===== src/rtl/mem_arb_pkg.sv =====
`default_nettype none
// ============================================================================
//  mem_arb_pkg : shared encodings and constants for mem_port_arbiter
//  Rev 1.0 : initial release
// ============================================================================
package mem_arb_pkg;

    typedef enum logic [1:0] {
        ST_IDLE   = 2'd0,
        ST_ACCESS = 2'd1,
        ST_RESP   = 2'd2
    } state_t;

    typedef enum logic {
        OWN_INSTR = 1'b0,
        OWN_DATA  = 1'b1
    } owner_t;

    localparam int LAT_CNT_W       = 3;
    localparam int MEM_LATENCY_MIN = 1;
    localparam int MEM_LATENCY_MAX = (1 << LAT_CNT_W) - 1;

    function automatic bit latency_legal(input int lat);
        return (lat >= MEM_LATENCY_MIN) && (lat <= MEM_LATENCY_MAX);
    endfunction

endpackage
`default_nettype wire


===== src/rtl/mem_arb_grant.sv =====
`default_nettype none
// ============================================================================
//  mem_arb_grant : combinational instr/data grant; round-robin under MEM_ARB_RR_EN
//  Rev 1.0 : initial release
// ============================================================================
module mem_arb_grant
    import mem_arb_pkg::*;
(
    input  logic   clk,
    input  logic   reset,
    input  logic   idle,
    input  logic   instr_valid,
    input  logic   data_valid,
    output logic   instr_ready,
    output logic   data_ready,
    output owner_t owner
);

    logic w_pick_data;

`ifdef MEM_ARB_RR_EN
    owner_t r_last;

    always_ff @(posedge clk or negedge reset) begin
        if (!reset) begin
            r_last <= OWN_INSTR;
        end else if (idle && (instr_valid || data_valid)) begin
            r_last <= owner;
        end
    end

    // On a tie the requester that was not served last wins.
    assign w_pick_data = data_valid && (!instr_valid || (r_last == OWN_INSTR));
`else
    logic w_unused_clk_rst;
    assign w_unused_clk_rst = clk ^ reset;

    // Data access belongs to an older instruction, so it always wins a tie.
    assign w_pick_data = data_valid;
`endif

    assign owner       = w_pick_data ? OWN_DATA : OWN_INSTR;
    assign data_ready  = idle && w_pick_data;
    assign instr_ready = idle && instr_valid && !w_pick_data;

endmodule
`default_nettype wire


===== src/rtl/mem_port_arbiter.sv =====
`default_nettype none
// ============================================================================
//  mem_port_arbiter : shares one memory port between fetch and load/store
//  Optional macro MEM_ARB_RR_EN selects round-robin arbitration.  Rev 1.0
// ============================================================================
module mem_port_arbiter
    import mem_arb_pkg::*;
#(
    parameter int MEM_WIDTH   = 32,
    parameter int MEM_SIZE    = 256,
    parameter int MEM_LATENCY = 1
) (
    input  logic                 clk,
    input  logic                 reset,
    input  logic                 instr_req_valid,
    output logic                 instr_req_ready,
    input  logic [31:0]          instr_addr,
    output logic                 instr_rsp_valid,
    output logic [MEM_WIDTH-1:0] instr_rsp_data,
    output logic                 instr_rsp_err,
    input  logic                 data_req_valid,
    output logic                 data_req_ready,
    input  logic                 data_req_we,
    input  logic [31:0]          data_addr,
    input  logic [MEM_WIDTH-1:0] data_wdata,
    output logic                 data_rsp_valid,
    output logic [MEM_WIDTH-1:0] data_rsp_data,
    output logic                 data_rsp_err,
    output logic [31:0]          mem_addr,
    output logic                 mem_read_en,
    output logic                 mem_write_en,
    output logic [MEM_WIDTH-1:0] mem_write_val,
    input  logic [MEM_WIDTH-1:0] mem_read_val,
    output logic                 busy
);

    generate
        if (!latency_legal(MEM_LATENCY)) begin : g_bad_latency
            $error("mem_port_arbiter: MEM_LATENCY must be within 1..7");
        end
    endgenerate

    localparam logic [LAT_CNT_W-1:0] C_LAT  = LAT_CNT_W'(MEM_LATENCY);
    localparam logic [31:0]          C_SIZE = 32'(MEM_SIZE);

    state_t                r_state;
    state_t                w_state_next;
    logic [LAT_CNT_W-1:0]  r_cnt;
    logic [31:0]           r_addr;
    logic                  r_we;
    logic                  r_err;
    logic [MEM_WIDTH-1:0]  r_wdata;
    logic [MEM_WIDTH-1:0]  r_rdata;
    owner_t                r_owner;
    owner_t                w_grant_owner;
    logic                  w_idle;
    logic                  w_hs;

    assign w_idle = (r_state == ST_IDLE);
    // A ready is only ever raised alongside its own valid, so either ready is a handshake.
    assign w_hs   = instr_req_ready || data_req_ready;
    assign busy   = !w_idle;

    mem_arb_grant u_grant (
        .clk         (clk),
        .reset       (reset),
        .idle        (w_idle),
        .instr_valid (instr_req_valid),
        .data_valid  (data_req_valid),
        .instr_ready (instr_req_ready),
        .data_ready  (data_req_ready),
        .owner       (w_grant_owner)
    );

    always_ff @(posedge clk or negedge reset) begin
        if (!reset) begin
            r_state <= ST_IDLE;
        end else begin
            r_state <= w_state_next;
        end
    end

    always_comb begin
        w_state_next    = r_state;
        mem_addr        = '0;
        mem_read_en     = 1'b0;
        mem_write_en    = 1'b0;
        mem_write_val   = '0;
        instr_rsp_valid = 1'b0;
        instr_rsp_data  = '0;
        instr_rsp_err   = 1'b0;
        data_rsp_valid  = 1'b0;
        data_rsp_data   = '0;
        data_rsp_err    = 1'b0;
        case (r_state)
            ST_IDLE: begin
                if (w_hs) w_state_next = ST_ACCESS;
            end
            ST_ACCESS: begin
                mem_addr      = r_addr;
                mem_write_val = r_wdata;
                mem_read_en   = !r_we && !r_err;
                mem_write_en  = r_we && !r_err;
                if (r_cnt == C_LAT) w_state_next = ST_RESP;
            end
            ST_RESP: begin
                w_state_next = ST_IDLE;
                if (r_owner == OWN_DATA) begin
                    data_rsp_valid = 1'b1;
                    data_rsp_data  = r_rdata;
                    data_rsp_err   = r_err;
                end else begin
                    instr_rsp_valid = 1'b1;
                    instr_rsp_data  = r_rdata;
                    instr_rsp_err   = r_err;
                end
            end
            default: w_state_next = ST_IDLE;
        endcase
    end

    always_ff @(posedge clk or negedge reset) begin
        if (!reset) begin
            r_cnt   <= '0;
            r_addr  <= '0;
            r_we    <= 1'b0;
            r_err   <= 1'b0;
            r_wdata <= '0;
            r_rdata <= '0;
            r_owner <= OWN_INSTR;
        end else begin
            case (r_state)
                ST_IDLE: begin
                    if (w_hs) begin
                        r_owner <= w_grant_owner;
                        r_cnt   <= LAT_CNT_W'(1);
                        if (w_grant_owner == OWN_DATA) begin
                            r_addr  <= data_addr;
                            r_we    <= data_req_we;
                            r_wdata <= data_wdata;
                            r_err   <= (data_addr >= C_SIZE);
                        end else begin
                            r_addr  <= instr_addr;
                            r_we    <= 1'b0;
                            r_wdata <= '0;
                            r_err   <= (instr_addr >= C_SIZE);
                        end
                    end
                end
                ST_ACCESS: begin
                    r_cnt <= r_cnt + 1'b1;
                    if (r_cnt == C_LAT) begin
                        r_rdata <= (r_we || r_err) ? '0 : mem_read_val;
                    end
                end
                default: ;
            endcase
        end
    end

endmodule
`default_nettype wire


===== config.mk =====
export PLATFORM = sky130hd
export DESIGN_NAME = mem_port_arbiter
export DESIGN_NICKNAME = d
export VERILOG_FILES = /design/src/rtl/mem_arb_pkg.sv /design/src/rtl/mem_arb_grant.sv /design/src/rtl/mem_port_arbiter.sv
export SDC_FILE = /design/constraint.sdc
export NUM_CORES = 1
export LEC_CHECK = 0
export ABC_AREA = 1
export CAP_MARGIN = 20
export CELL_PAD_IN_SITES_DETAIL_PLACEMENT = 1
export CELL_PAD_IN_SITES_GLOBAL_PLACEMENT = 2
export CORE_MARGIN = 8
export CORE_UTILIZATION = 22
export DETAILED_ROUTE_END_ITERATION = 12
export GPL_TIMING_DRIVEN = 1
export PLACE_DENSITY = 0.91
export REMOVE_ABC_BUFFERS = 1
export SLEW_MARGIN = 15
export SYNTH_ARGS = -nofsm -noshare
export SYNTH_HDL_FRONTEND = slang
export SYNTH_SLANG_ARGS = --single-unit

===== constraint.sdc =====
create_clock -name clk -period 2.95 [get_ports clk]
set_input_delay 0.4425 -clock clk [delete_from_list [all_inputs] [get_ports clk]]
set_output_delay 0.4425 -clock clk [all_outputs]
set_load 0.05 [all_outputs]

# == Word level (Yosys, flattened, before mapping) ==
# Cells that the tools add are included.
# totals
ff_bits,104
inputBits,133
# op_classes
add_sub_neg,1
order_cmp,2
eq_ne,5
mux,27
reduce_logical,17
# op_table
cell,n
2-to-1 mux 32 bit,9
greater-or-equal comparator 32 x 9 -> 1 bit (second input constant),2
2-to-1 mux 1 bit,13
AND reduction 2 bit,4
case mux 3 bit (2 select lines),1
logical AND 1 bit,5
logical NOT 1 bit,4
2-to-1 mux 2 bit,2
inequality test 2 bit (second input constant),2
case mux 2 bit (2 select lines),1
adder 3 x 1 -> 3 bit (second input constant),1
equality test 3 x 1 -> 1 bit (second input constant),1
2-to-1 mux 3 bit,1
equality test 2 x 1 -> 1 bit (second input constant),1
equality test 2 bit (second input constant),1
logical NOT 2 bit,1
logical OR 1 bit,2
nonzero test 2 bit,1

# == Logic depth before layout (Yosys ltp) ==
# Gate-level depths: netlist (run 1).
# logic_depth
word_depth,6
ltp_mapped,8

# == Modules after synthesis ==
# Synthesis (run 1) repeated with hierarchy kept, for this count alone.
# hier_totals
hier_cells,683
hier_area_um2,5136.2
# modules_own_cells
module,n_inst,cells_each,area_per_inst_um2,seq_area_each_um2
mem_port_arbiter,1,678,5111.2,2602.5
mem_arb_grant,1,5,25.0,0.0

# == Worst setup path after synthesis (run 1) ==
# OpenSTA, ideal clock, no wires.
# synth_path
kind,flip-flop to output port
start,register r_state[0]
end,output port data_rsp_data[21]
t_arrival_ns,2.350
setup_slack_ns,0.158
path_stages_with_launch,7
n_path_buf,1
cell_sequence,dfrtp_1 nor2_1 inv_1 nor2_1 inv_1 buf_1 nor2_1
# synth_between
elab_chain_cells,2
# synth_lines
item,line_no,text
start: declaration,mem_port_arbiter.sv:46,state_t r_state;
start signal: assignment,mem_port_arbiter.sv:79,r_state <= w_state_next;
equality test 2 bit,mem_port_arbiter.sv:95,case (r_state)
2-to-1 mux 32 bit,mem_port_arbiter.sv:95,
end: declaration,mem_port_arbiter.sv:27,"output logic [MEM_WIDTH-1:0] data_rsp_data,"
# Every way passes these cells.

# == Final worst setup path (run 1) ==
# layout_path
start,register r_state[1]
end,output port data_rsp_data[28]
# The elaborated chain is that of the path after synthesis.

==> reports/results.txt, run 1 <==
The run finished with clean final reports. In this run, post-CTS repair resized a total of 0 instances. The buffer count from post-CTS setup fixing is 0. The tools report the max-capacitance violation count as 0. The fraction of final layout cells sized beyond drive strength 1 came out at 0.173. Area fraction of the dominant cell type after synthesis: 0.495. Averaged over all synthesized cells, the footprint is 7.40 um2.

After legalization and detailed placement, the total HPWL measured 16300 um. The tools report the register area share after synthesis as 0.495. In this run the horizontal extent of the chip is 171 um.

For this run, the leading register cell type out of synthesis is dfrtp_1. The fraction of registers with async set or reset after synthesis was 1.00; the number of cells on the worst reg-to-reg path was 6. The remaining max-slew budget at the tightest pin is 0.315. For this design, the sink count on the clock tree is 104. Once detail routing completed, the nets flagged for antenna violations numbered 0. For the critical path arrival, the log shows 2170 ps. The period utilization works out to 0.884.

Transition time at the pin with the least slew margin: 1030 ps. The number of nets in the layout is 1096. The critical path is of the reg -> out type. The run gives 56 as the floorplan row count. The tools report the maximum number of buffers from clock root to sink as 2. Dividing the detail-routed via count by the number of cells gives 4.21. Counting instances in the post-synthesis netlist gives the leading cell types as nor2_1, inv_1, dfrtp_1, nand2_1, o21ai_0. The number of design rule violations left after detail routing is 0.

At the worst endpoint, the required time is 2510 ps. The first TritonRoute pass finished after 4 iterations. The part of the power in the clock network came out at 0.151. The floorplan step set the die height to 171 um. STA classifies the critical path endpoint as a primary output. The routed layout has 5416 vias. The mapped netlist covers 5250 um2. The worst register-to-register path ends at r_addr[18]$_DFFE_PN0P_. The largest fanout on the critical path came out at 33. Critical-path cell with the highest stage delay: inv_1. The nature of the critical path startpoint was a register. During placement, the flow inserted port buffers numbering 269.

The tools report the final number of setup-violating endpoints as 0. Pin count of the biggest net entering global routing: 58. The routed design has 20900 um of wire. The total negative slack for setup checks is 0 ps. Synthesis instantiated 27 different standard cells from the library. Traced cell by cell, the critical path runs through inv_1, nor2_1, inv_1, nor2_1, inv_1, nor2_1, buf_4. Buffers inserted to repair hold after CTS numbered 0.

Across all register-to-register paths, the minimum setup slack is 1030 ps. The TritonCTS buffer count was 9; the hold violation count in the final report was 0. After floorplanning, the core was sized to cover 23500 um2. The root buffer cell was clkbuf_16. The tools report the number of H-tree levels as 3. The tools report the full die area as 29100 um2. For the initial antenna violation count, the log shows 1. The logs give 0.605 for the combinational fraction of design power and 4.47 mW for the power dissipated by switching net loads.

Class of the tightest hold or removal check: in -> async. Across the routed clock network, the largest skew measured is 15.8 ps. For the internal power of the cells, the log shows 4.77 mW. The total leakage power was 4.01 nW.

In the post-synthesis netlist, the cell with the most instances is nor2_1. The count of warnings emitted by yosys was 0; the number of register bits inferred by synthesis was 104. Including well taps, the total number of placed cells is 1269. The final hold slack was 168 ps. The sequential cell fraction of total power was 0.244; the routed length per instance was 16.3 um. Summed over all layers, the global routing overflow is 0. Total global-route track usage: 0.145.

The layout overhead on the synthesized area is 65.4%, and the effective utilization at floorplan is 0.224. By area the synthesized netlist is led by dfrtp_1, nor2_1, inv_1. For the worst-skew pair, the clock arrives at the later sink with an insertion delay of 350 ps.

Final count of pins violating max slew: 0. The final standard cell count with taps included and fillers excluded came out at 1285. Areal power density over the cells: 1060 nW/um2. After layout, the minimum clock period comes to 2610 ps. The clock-pin slew of the registers on the worst-case setup and hold paths came out at 70 ps.

dfrtp_1 takes more of the synthesized area than any other cell. Biggest cell delay along the critical path: 740 ps. The first-pass GRT wire length is 33400 um. The count of routing violations after the opening detailed-route iteration was 200; the via count of the first global-routing pass was 6073. The completed layout was analyzed and its total power is 9.24 mW. The tools report the startpoint of the lowest-slack register-to-register path as r_state[0]$_DFFE_PN0P_. Yosys mapped a number of flops with a built-in enable equal to 0.

For the maximum ir drop on the vdd rail, the log shows 0.977 mV. TritonCTS built the clock tree. Setup repair after global routing left no endpoint under its margin. For the highest clock rate, the log shows 383 MHz. Final estimated routing congestion in global placement: 0.760. For the number of cells produced by synthesis, the log shows 710. Pin placement for this block handled 270 I/O pins. The switching share of power is 0.484.
worst max-delay path by stage:
stage	to	from	depth (start not counted)	slack, ps
after floorplan	data_rsp_data[0]	r_state[0]$_DFFE_PN0P_	5	-100
after global placement	instr_req_ready	instr_req_valid	4	580
after detailed placement	instr_req_ready	instr_req_valid	4	580
after CTS	instr_rsp_data[26]	r_state[1]$_DFFE_PN0P_	7	300
after global routing	instr_rsp_data[18]	r_state[1]$_DFFE_PN0P_	7	120
final	data_rsp_data[28]	r_state[1]$_DFFE_PN0P_	7	340
cell usage in the layout, fill, tap and decap left out, drive strengths merged:
cell           Yosys  final
clkinv             1      2
clkdlybuf4s50      0    134
inv              128    128
a31oi              1      1
nand3             35     35
nand3b             1      1
diode              0      1
o21ai             87     87
clkbuf            16     10
and2               2      2
nand2             86     86
bufinv             0      3
nand4              1      1
buf               25    147
dfrtp            104    104
nor3               2      2
xnor2              1      1
o22ai              2      2
clkinvlp           0      1
o211ai            19     19
nor2             184    184
ha                 2      2
o31ai             13     13
kinds of logic (layout without fill, tap and decap cells):
family / after synthesis / after routing / share of synthesized area
compound gates: 122 / 122 / 0.132
xor+xnor: 1 / 1 / 0.00167
fa+ha+maj: 2 / 2 / 0.00476
buf+inv: 170 / 425 / 0.130
flops: 104 / 104 / 0.495
other cells: 0 / 1 / 0
simple gates: 311 / 311 / 0.236
metrics by stage:
step | cell area [um2] | util | setup WS (ps)
global placement | 8350 | 0.356 | 578
finish | 8690 | 0.370 | 342
CTS | 8690 | 0.370 | 297
detailed placement | 8350 | 0.356 | 576
global route | 8690 | 0.370 | 124
floorplan | 5060 | - | -97.7
worst max-delay path: cells and delay by family (launching register included):
kind | cells | cell delay, ps
flops | 1 | 390
buf+inv | 4 | 1180
simple gates | 3 | 240
flip-flops by register name, indices dropped and copies added (netlist names):
register / cells
r_wdata: 32
r_err: 1
r_rdata: 32
r_state: 2
r_cnt: 3
r_addr: 32
r_we: 1
r_owner: 1
routing by layer:
| metal | share of wire | global-route usage |
|---|---|---|
| met5 | 0 | 0 |
| met4 | 0.016 | 0.0412 |
| met3 | 0.083 | 0.0496 |
| met2 | 0.47 | 0.244 |
| met1 | 0.43 | 0.172 |
power by group through the flow:
stage	Combinational (mW)	Sequential [mW]	Clock (mW)
detailed placement	5.68	2.29	0
finish	5.59	2.26	1.39
global placement	5.60	2.26	0
CTS	5.70	2.26	1.45
floorplan	3.20	2.23	0
global route	6.05	2.33	1.50
cell type report:
cell class                      count  area [um2]
Inverter                          129         484
Antenna cell                        1        2.50
Sequential cell                   104        2600
Clock inverter                      5         106
Timing Repair Buffer              281        2890
Tap cell                          319         399
Fill cell                        2800       14800
Multi-Input combinational cell    436        1970
Clock buffer                       10         229
(Power assumes the default switching activity.)
==> run 2, diff against run 1 <==
- CELL_PAD_IN_SITES_GLOBAL_PLACEMENT: 2 -> 1
- CORE_UTILIZATION: 22 -> 29
==> run 2 against run 1 <==
  * The flow now finishes with violations (negative setup slack)
  * Flip-flop and latch count did not move
  * Critical endpoint is now data_rsp_data[1]
  * Cell count shrank 6.6%
  * Critical path type unchanged
  * Sequential power barely moved
  * Die area down 22%
  * Largest power group unchanged
  * Register-to-register slack worse by 50 ps
  * Hold slack lost 68 ps
  * Combinational power fell by 9.8%
  * Via count increased by 1.8%
  * Fmax decreased by 12%
  * Worst setup slack got worse by 350 ps
  * Non-clock buffer count rose by 4
==> reports/results.txt, run 2 (synthesis results as in run 1) <==
The flow ran to the end, but the final reports show violations. The checks that failed: negative setup slack. The time the final worst path needs with I/O delays and setup came out at 2960 ps (+348 ps).

For the number of clock sinks, the log shows 104 (unchanged). For the pin count of the biggest net entering global routing, the log shows 74 (+28%). The class of the tightest hold or removal check is in -> async. The tools report the count of fill cells added during filler insertion as 2199 (-21%).

For the maximum number of buffers from clock root to sink, the log shows 2 (unchanged). The buffer count from post-CTS setup fixing was 0 (unchanged); the post-layout total power was 8.60 mW (-6.9%). The first-pass GRT wire length came out at 31400 um (-5.8%). The clock-pin slew of the registers on the worst-case setup and hold paths is 70 ps (about the same). The run gives 49 (-13%) as the floorplan row count. The areal power density over the cells works out to 1030 nW/um2 (-3.2%). The number of nets in the layout is 1100 (+0.36%).

The total leakage power is 3.90 nW (-2.7%). The number of design rule violations left after detail routing was 0 (unchanged). The post-placement worst setup slack is 295 ps (-281 ps). Capturing point of the worst reg2reg path: r_wdata[31]$_DFFE_PN0P_. The fraction of final layout cells sized beyond drive strength 1 is 0.116 (-0.0566), and the largest fanout on the critical path is 30 (-9.1%). The final standard cell count with taps included and fillers excluded was 1200 (-6.6%); the total negative slack for setup checks was -10.2 ps (-10.2 ps).

The vertical die dimension is 151 um (-12%), and the worst setup margin is -6.78 ps (-348 ps). The area of the core was 17800 um2 (-24%). The total global-route track usage came out at 0.176 (+0.0313). The die boundary width came out at 151 um (-12%). The number of antenna-violating nets in the routed design was 0 (unchanged).

For the maximum ir drop on the vdd rail, the log shows 0.484 mV (-50%). Routed via count divided by cell count: 4.59 (+9.0%). The critical path startpoint is r_state[0]$_DFFE_PN0P_.

The logs give 22700 um2 (-22%) for the full die area and 980 ps (-50 ps) for the reg-to-reg setup timing slack. The via count of the first global-routing pass was 5944 (-2.1%). The largest registers in the layout are r_addr x32, r_rdata x32, r_wdata x32.

The remaining max-slew budget at the tightest pin came out at 0.382 (+0.0668). The logs give 0 (unchanged) for the hold violation count in the final report and 0 (unchanged) for the number of hold-repair buffers added at the cts stage. The transition time at the pin with the least slew margin is 927 ps (-100 ps).

The tools report the nature of the critical path startpoint as a register. The run gives 5511 (+1.8%) as the total via count after detailed routing. Relative to the synthesized area, the layout overhead comes to 59.1%. The critical path in this run is classified as reg -> out. The run gives 20100 um (-4.2%) as the total routed wirelength.

The logs give 99.8 ps (-68.1 ps) for the final hold slack and 270 (unchanged) for the I/O pin count. The final count of pins violating max slew is 0 (unchanged), and the number of cells on the worst reg-to-reg path is 6 (unchanged). Setup repair after global routing could not meet its margin everywhere. The tools report the effective utilization at floorplan as 0.294 (+0.0706). The most common library cell in the layout ignoring fill and taps is nor2_1. The final number of setup-violating endpoints is 2 (+2). The total congestion overflow after global routing is 0 (unchanged). The max-capacitance violation count was 0 (unchanged); the number of port buffers was 269 (unchanged).

Highest clock rate: 338 MHz (-12%). The run gives 2510 ps (+340 ps) as the critical path arrival. The count of routing violations after the opening detailed-route iteration came out at 165 (-18%). The worst setup path is captured at a primary output.

The logs give 2 (+1) for the initial antenna violation count and 1183 (-6.8%) for the number of cells in the design after placement. The tools report the iteration count of the initial detailed-routing pass as 6 (+2). TritonCTS buffer count: 9 (unchanged). The run gives 2510 ps (about the same) as the required time of the critical path.

TritonCTS built the clock tree. The clock latency on the worst-skew pair came out at 350 ps (about the same). The period utilization works out to 1.00 (+0.118). The final estimated routing congestion in global placement was 0.771 (+1.4%); the routed length per instance was 16.7 um (+2.6%). The startpoint of the lowest-slack register-to-register path is r_state[0]$_DFFE_PN0P_. The tools report the final worst clock skew as 10.7 ps (-5.07 ps). The library cells used most frequently in the layout, excluding fill and tap cells, are nor2_1, clkdlybuf4s50_1, inv_1. The placed wire-length estimate after detailed placement is 15800 um (-3.1%). The root buffer cell was clkbuf_16. The tools report the capturing instance or port of the critical path as data_rsp_data[1]. The number of H-tree levels is 3 (unchanged).
## run 2: cell count changes in the layout (fill, tap and decap cells not counted)
cell / change
buf_4: -26
clkbuf_1: +1
clkinv_2: +1
clkdlybuf4s50_1: +39
bufinv_16: -1
buf_12: -28
dlygate4sd2_1: +19
## run 2: what timing repair did
item                                    in CTS  in global routing
endpoints found under the hold margin        0                  0
endpoints found under the setup margin      29                 10
resized for setup                           19                  0
## run 2: how the worst min path moves through the flow
stage | from | end | slack (ps) | cells past startpoint
finish | reset | r_rdata[9]$_DFFE_PN0P_ | 100 | 1
floorplan | reset | r_addr[0]$_DFFE_PN0P_ | 150 | 0
CTS | reset | r_rdata[9]$_DFFE_PN0P_ | 110 | 1
detailed placement | r_addr[2]$_DFFE_PN0P_ | r_addr[2]$_DFFE_PN0P_ | 470 | 2
global placement | r_addr[13]$_DFFE_PN0P_ | r_addr[13]$_DFFE_PN0P_ | 460 | 2
global route | reset | r_rdata[9]$_DFFE_PN0P_ | 140 | 1
## run 2: worst max-delay path, stage by stage, from the launching register on
cell and delay (ps):
dfrtp_1 420, nor2_1 110, inv_1 60, nor2_1 120
inv_1 400, nor2_1 220, clkdlybuf4s50_1 830
## run 2: area by class of cell
cell class | count | area, um2 | share of cell area
sequential | 104 | 2600 | 0.311
multi-input combinational | 436 | 1970 | 0.236
antenna | 1 | 2.50 | 0.000299
timing repair buffer | 285 | 2690 | 0.322
clock inverter | 5 | 81.3 | 0.00973
clock buffer | 11 | 233 | 0.0278
tap | 229 | 287 | 0.0343
inverter | 129 | 484 | 0.0579
## run 2: power by group
part           internal [mW]  switching (mW)  total [mW]  leakage (nW)
Sequential              2.04           0.224        2.27          1.32
Clock                  0.746           0.545        1.29         0.150
Combinational           1.47            3.57        5.04          2.42
Total                   4.26            4.34        8.60          3.90
## run 2: layer usage
| layer | share of wire | routed length, um | GRT usage | vias to the layer above |
|---|---|---|---|---|
| met2 | 0.50 | 10000 | 0.310 | 185 |
| met5 | 0.00065 | 13 | 0 | - |
| met4 | 0.026 | 525 | 0.0648 | 2 |
| li1 | - | - | - | 2683 |
| met3 | 0.082 | 1640 | 0.0493 | 30 |
| met1 | 0.39 | 7880 | 0.199 | 2611 |
## run 2: metrics by stage
step	cell area, um2	util
detailed placement	8060	0.452
global route	8360	0.468
global placement	8060	0.452
CTS	8350	0.468
floorplan	5060	-
finish	8360	0.468
==> run 3, diff against run 2 <==
==> constraint.sdc (replaced) <==
create_clock -name clk -period 2.95 [get_ports clk]
set_input_delay 0.7375 -clock clk [delete_from_list [all_inputs] [get_ports clk]]
set_output_delay 0.7375 -clock clk [all_outputs]
set_load 0.05 [all_outputs]
==> run 3 against run 2 <==
  * Sequential share of layout area decreased by 4.7 points
  * Final area grew 18%
  * Cell count rose by 0.17%
  * The run now ends clean
  * Combinational power grew 27%
  * Sequential power about the same
==> reports/results.txt, run 3 (synthesis results as in run 1) <==
The classification of the worst setup path was reg -> out. The tools report the placed wire-length estimate after detailed placement as 17800 um (+13%). For the effective utilization at floorplan, the log shows 0.294 (unchanged). The via count of the first global-routing pass was 6265 (+5.4%); the pin count of the biggest net entering global routing was 55 (-26%).

The worst setup margin was 65.0 ps (+71.8 ps). The tools report the met2 global-route usage as 0.367 (+0.0574). The final estimated routing congestion in global placement came out at 0.791 (+2.6%). The number of antenna-violating nets in the routed design is 0 (unchanged), and the internal power of the cells is 5.30 mW (+24%).

The switching share of power was 0.470 (-0.0341). The tools report the number of design rule violations left after detail routing as 0 (unchanged). The tools report the capturing point of the worst reg2reg path as r_rdata[7]$_DFFE_PN0P_. The combinational fraction of design power is 0.639 (+0.053). The sort of element at the end of the critical path was a primary output. The time the final worst path needs with I/O delays and setup was 2880 ps (-71.8 ps); the routed via count divided by cell count was 4.78 (+4.1%). The highest-utilization routing layer at the global route stage was met2.

For the first-pass GRT wire length, the log shows 34700 um (+10%). For the max-capacitance violation count, the log shows 0 (unchanged). The critical path arrival was 2150 ps (-360 ps); the maximum number of buffers from clock root to sink was 2 (unchanged). The total global-route track usage is 0.197 (+0.0208), and the routed length per instance is 19.3 um (+16%). The sequential cell fraction of total power is 0.229 (-0.035). The total routed wirelength is 23300 um (+16%).

Leaving out fill and tap cells, the most frequent cells in the layout are nor2_1, buf_12, clkdlybuf4s50_1. The full die area is 22700 um2 (unchanged), and the number of nets in the layout is 1104 (+0.36%). Number of hold-repair buffers added at the cts stage: 0 (unchanged). For the required time of the critical path, the log shows 2210 ps (-300 ps). The fraction of final layout cells sized beyond drive strength 1 came out at 0.185 (+0.0685). The clock latency on the worst-skew pair is 340 ps (about the same). The post-placement worst setup slack is 370 ps (+75.1 ps), and the final number of setup-violating endpoints is 0 (-2). The run gives 970 ps (about the same) as the reg-to-reg setup timing slack. The critical path startpoint was r_state[0]$_DFFE_PN0P_. The worst register-to-register path begins at r_state[1]$_DFFE_PN0P_. The hold violation count in the final report is 0 (unchanged), and the largest fanout on the critical path is 4 (-87%). The tools report the root buffer cell as clkbuf_16. From synthesis to final layout, the design area changed by 87.5%. The power dissipated by switching net loads was 4.70 mW (+8.4%); the met3 global-route usage was 0.0469 (-0.00240). The period utilization was 0.978 (-0.0243).

Setup repair after global routing left no endpoint under its margin. The vertical die dimension was 151 um (unchanged). The I/O pin count came out at 270 (unchanged). The most critical setup path has its endpoint at data_rsp_valid.

The post-layout total power was 10.0 mW (+16%); the transition time at the pin with the least slew margin was 701 ps (-226 ps). The number of cells on the worst reg-to-reg path is 6 (unchanged), and the maximum ir drop on the vdd rail is 0.527 mV (+8.8%). Clock-pin slew of the registers on the worst-case setup and hold paths: 70 ps (about the same). The run gives 0 (unchanged) as the total congestion overflow after global routing. The nature of the critical path startpoint was a register. The count of fill cells added during filler insertion was 1987 (-9.6%); the remaining max-slew budget at the tightest pin was 0.533 (+0.151). The number of clock sinks was 104 (unchanged); the initial antenna violation count was 0 (-2).

The run gives 0.131 (-0.019) as the part of the power in the clock network. The areal power density over the cells works out to 1020 nW/um2 (-1.3%). The final worst clock skew was 11.0 ps (+0.285 ps); the total leakage power was 4.33 nW (+11%).

For the floorplan row count, the log shows 49 (unchanged). The total negative slack for setup checks is 0 ps (+10.2 ps). Iteration count of the initial detailed-routing pass: 4 (-2). TritonCTS built the clock tree. The fraction of met1 tracks used by global routing is 0.216 (+0.0177). The largest registers in the layout are r_addr x32, r_rdata x32, r_wdata x32.

In this run the worst hold path is classified as in -> async. The total via count after detailed routing is 5747 (+4.3%), and the count of routing violations after the opening detailed-route iteration is 248 (+50%). The run gives 17800 um2 (unchanged) as the area of the core. For the count of inserted antenna diode cells, the log shows 0 (-1). For the highest clock rate, the log shows 347 MHz (+2.5%). The die boundary width was 151 um (unchanged); the final count of pins violating max slew was 0 (unchanged). Number of H-tree levels: 3 (unchanged). Number of port buffers: 269 (unchanged).

The tools report the TritonCTS buffer count as 9 (unchanged). The library cell used most frequently in the layout, excluding fill and tap cells, is nor2_1. The run finished with clean final reports.
==> run 3: cell count changes in the layout (fill, tap and decap cells not counted), moves of 3 or more <==
| cell | delta |
|---|---|
| buf_12 | +125 |
| clkdlybuf4s50_1 | -41 |
| clkinvlp_4 | +3 |
| dlygate4sd2_1 | -19 |
| buf_4 | -64 |
==> run 3: critical path: stages (launching register included) <==
cell and delay [ps]:
dfrtp_1 420, nor2_1 120, inv_1 80, nor2_2 280, clkdlybuf4s50_1 900
==> run 3: power groups by stage <==
stage	registers [mW]	clock network (mW)	logic, mW
2_1_floorplan	2.23	0	3.20
3_3_place_gp	2.26	0	6.22
3_5_place_dp	2.31	0	6.39
4_1_cts	2.29	1.36	6.42
5_1_grt	2.35	1.40	6.80
6_report	2.29	1.31	6.39
==> run 3: per-stage QoR <==
| step | hold slack (ps) | instances | instance area (um2) | utilization |
|---|---|---|---|---|
| 2_1_floorplan | 442 | 669 | 5060 | - |
| 3_3_place_gp | 466 | 1180 | 9450 | 0.529 |
| 3_5_place_dp | 478 | 1180 | 9450 | 0.529 |
| 4_1_cts | 452 | 1195 | 9770 | 0.547 |
| 5_1_grt | 474 | 1202 | 9850 | 0.552 |
| 6_report | 418 | 1202 | 9850 | 0.552 |
==> run 3: repair_timing <==
item / CTS / global route
resized for setup: 0 / 7
gates cloned: 0 / 2
pin swaps: 0 / 0
endpoints found under the setup margin: 3 / 66
buffers inserted: 0 / 5
==> run 3: cell type report <==
cell class | instances | area (um2) | area share
clock buffer | 12 | 256 | 0.0260
clock inverter | 3 | 65.1 | 0.00661
inverter | 129 | 492 | 0.0499
multi-input combinational | 436 | 1980 | 0.201
sequential | 104 | 2600 | 0.264
tap | 229 | 287 | 0.0291
timing repair buffer | 287 | 4150 | 0.422
timing repair inverter | 2 | 15.0 | 0.00152
==> run 3: how the worst min path moves through the flow <==
| stage | start | endpoint | cells past startpoint | slack [ps] |
|---|---|---|---|---|
| final | reset | r_rdata[9]$_DFFE_PN0P_ | 1 | 420 |
| after detailed placement | r_addr[3]$_DFFE_PN0P_ | r_addr[3]$_DFFE_PN0P_ | 2 | 480 |
| after floorplan | reset | r_addr[0]$_DFFE_PN0P_ | 0 | 440 |
| after CTS | reset | r_rdata[9]$_DFFE_PN0P_ | 1 | 450 |
| after global placement | r_addr[13]$_DFFE_PN0P_ | r_addr[13]$_DFFE_PN0P_ | 2 | 470 |
| after global routing | reset | r_rdata[9]$_DFFE_PN0P_ | 1 | 470 |
==> run 3: metal layers <==
layer  share of wire  vias to the layer above
li1                -                     2688
met5               0                        -
met2            0.53                      191
met1            0.38                     2840
met4           0.019                        0
met3           0.070                       28
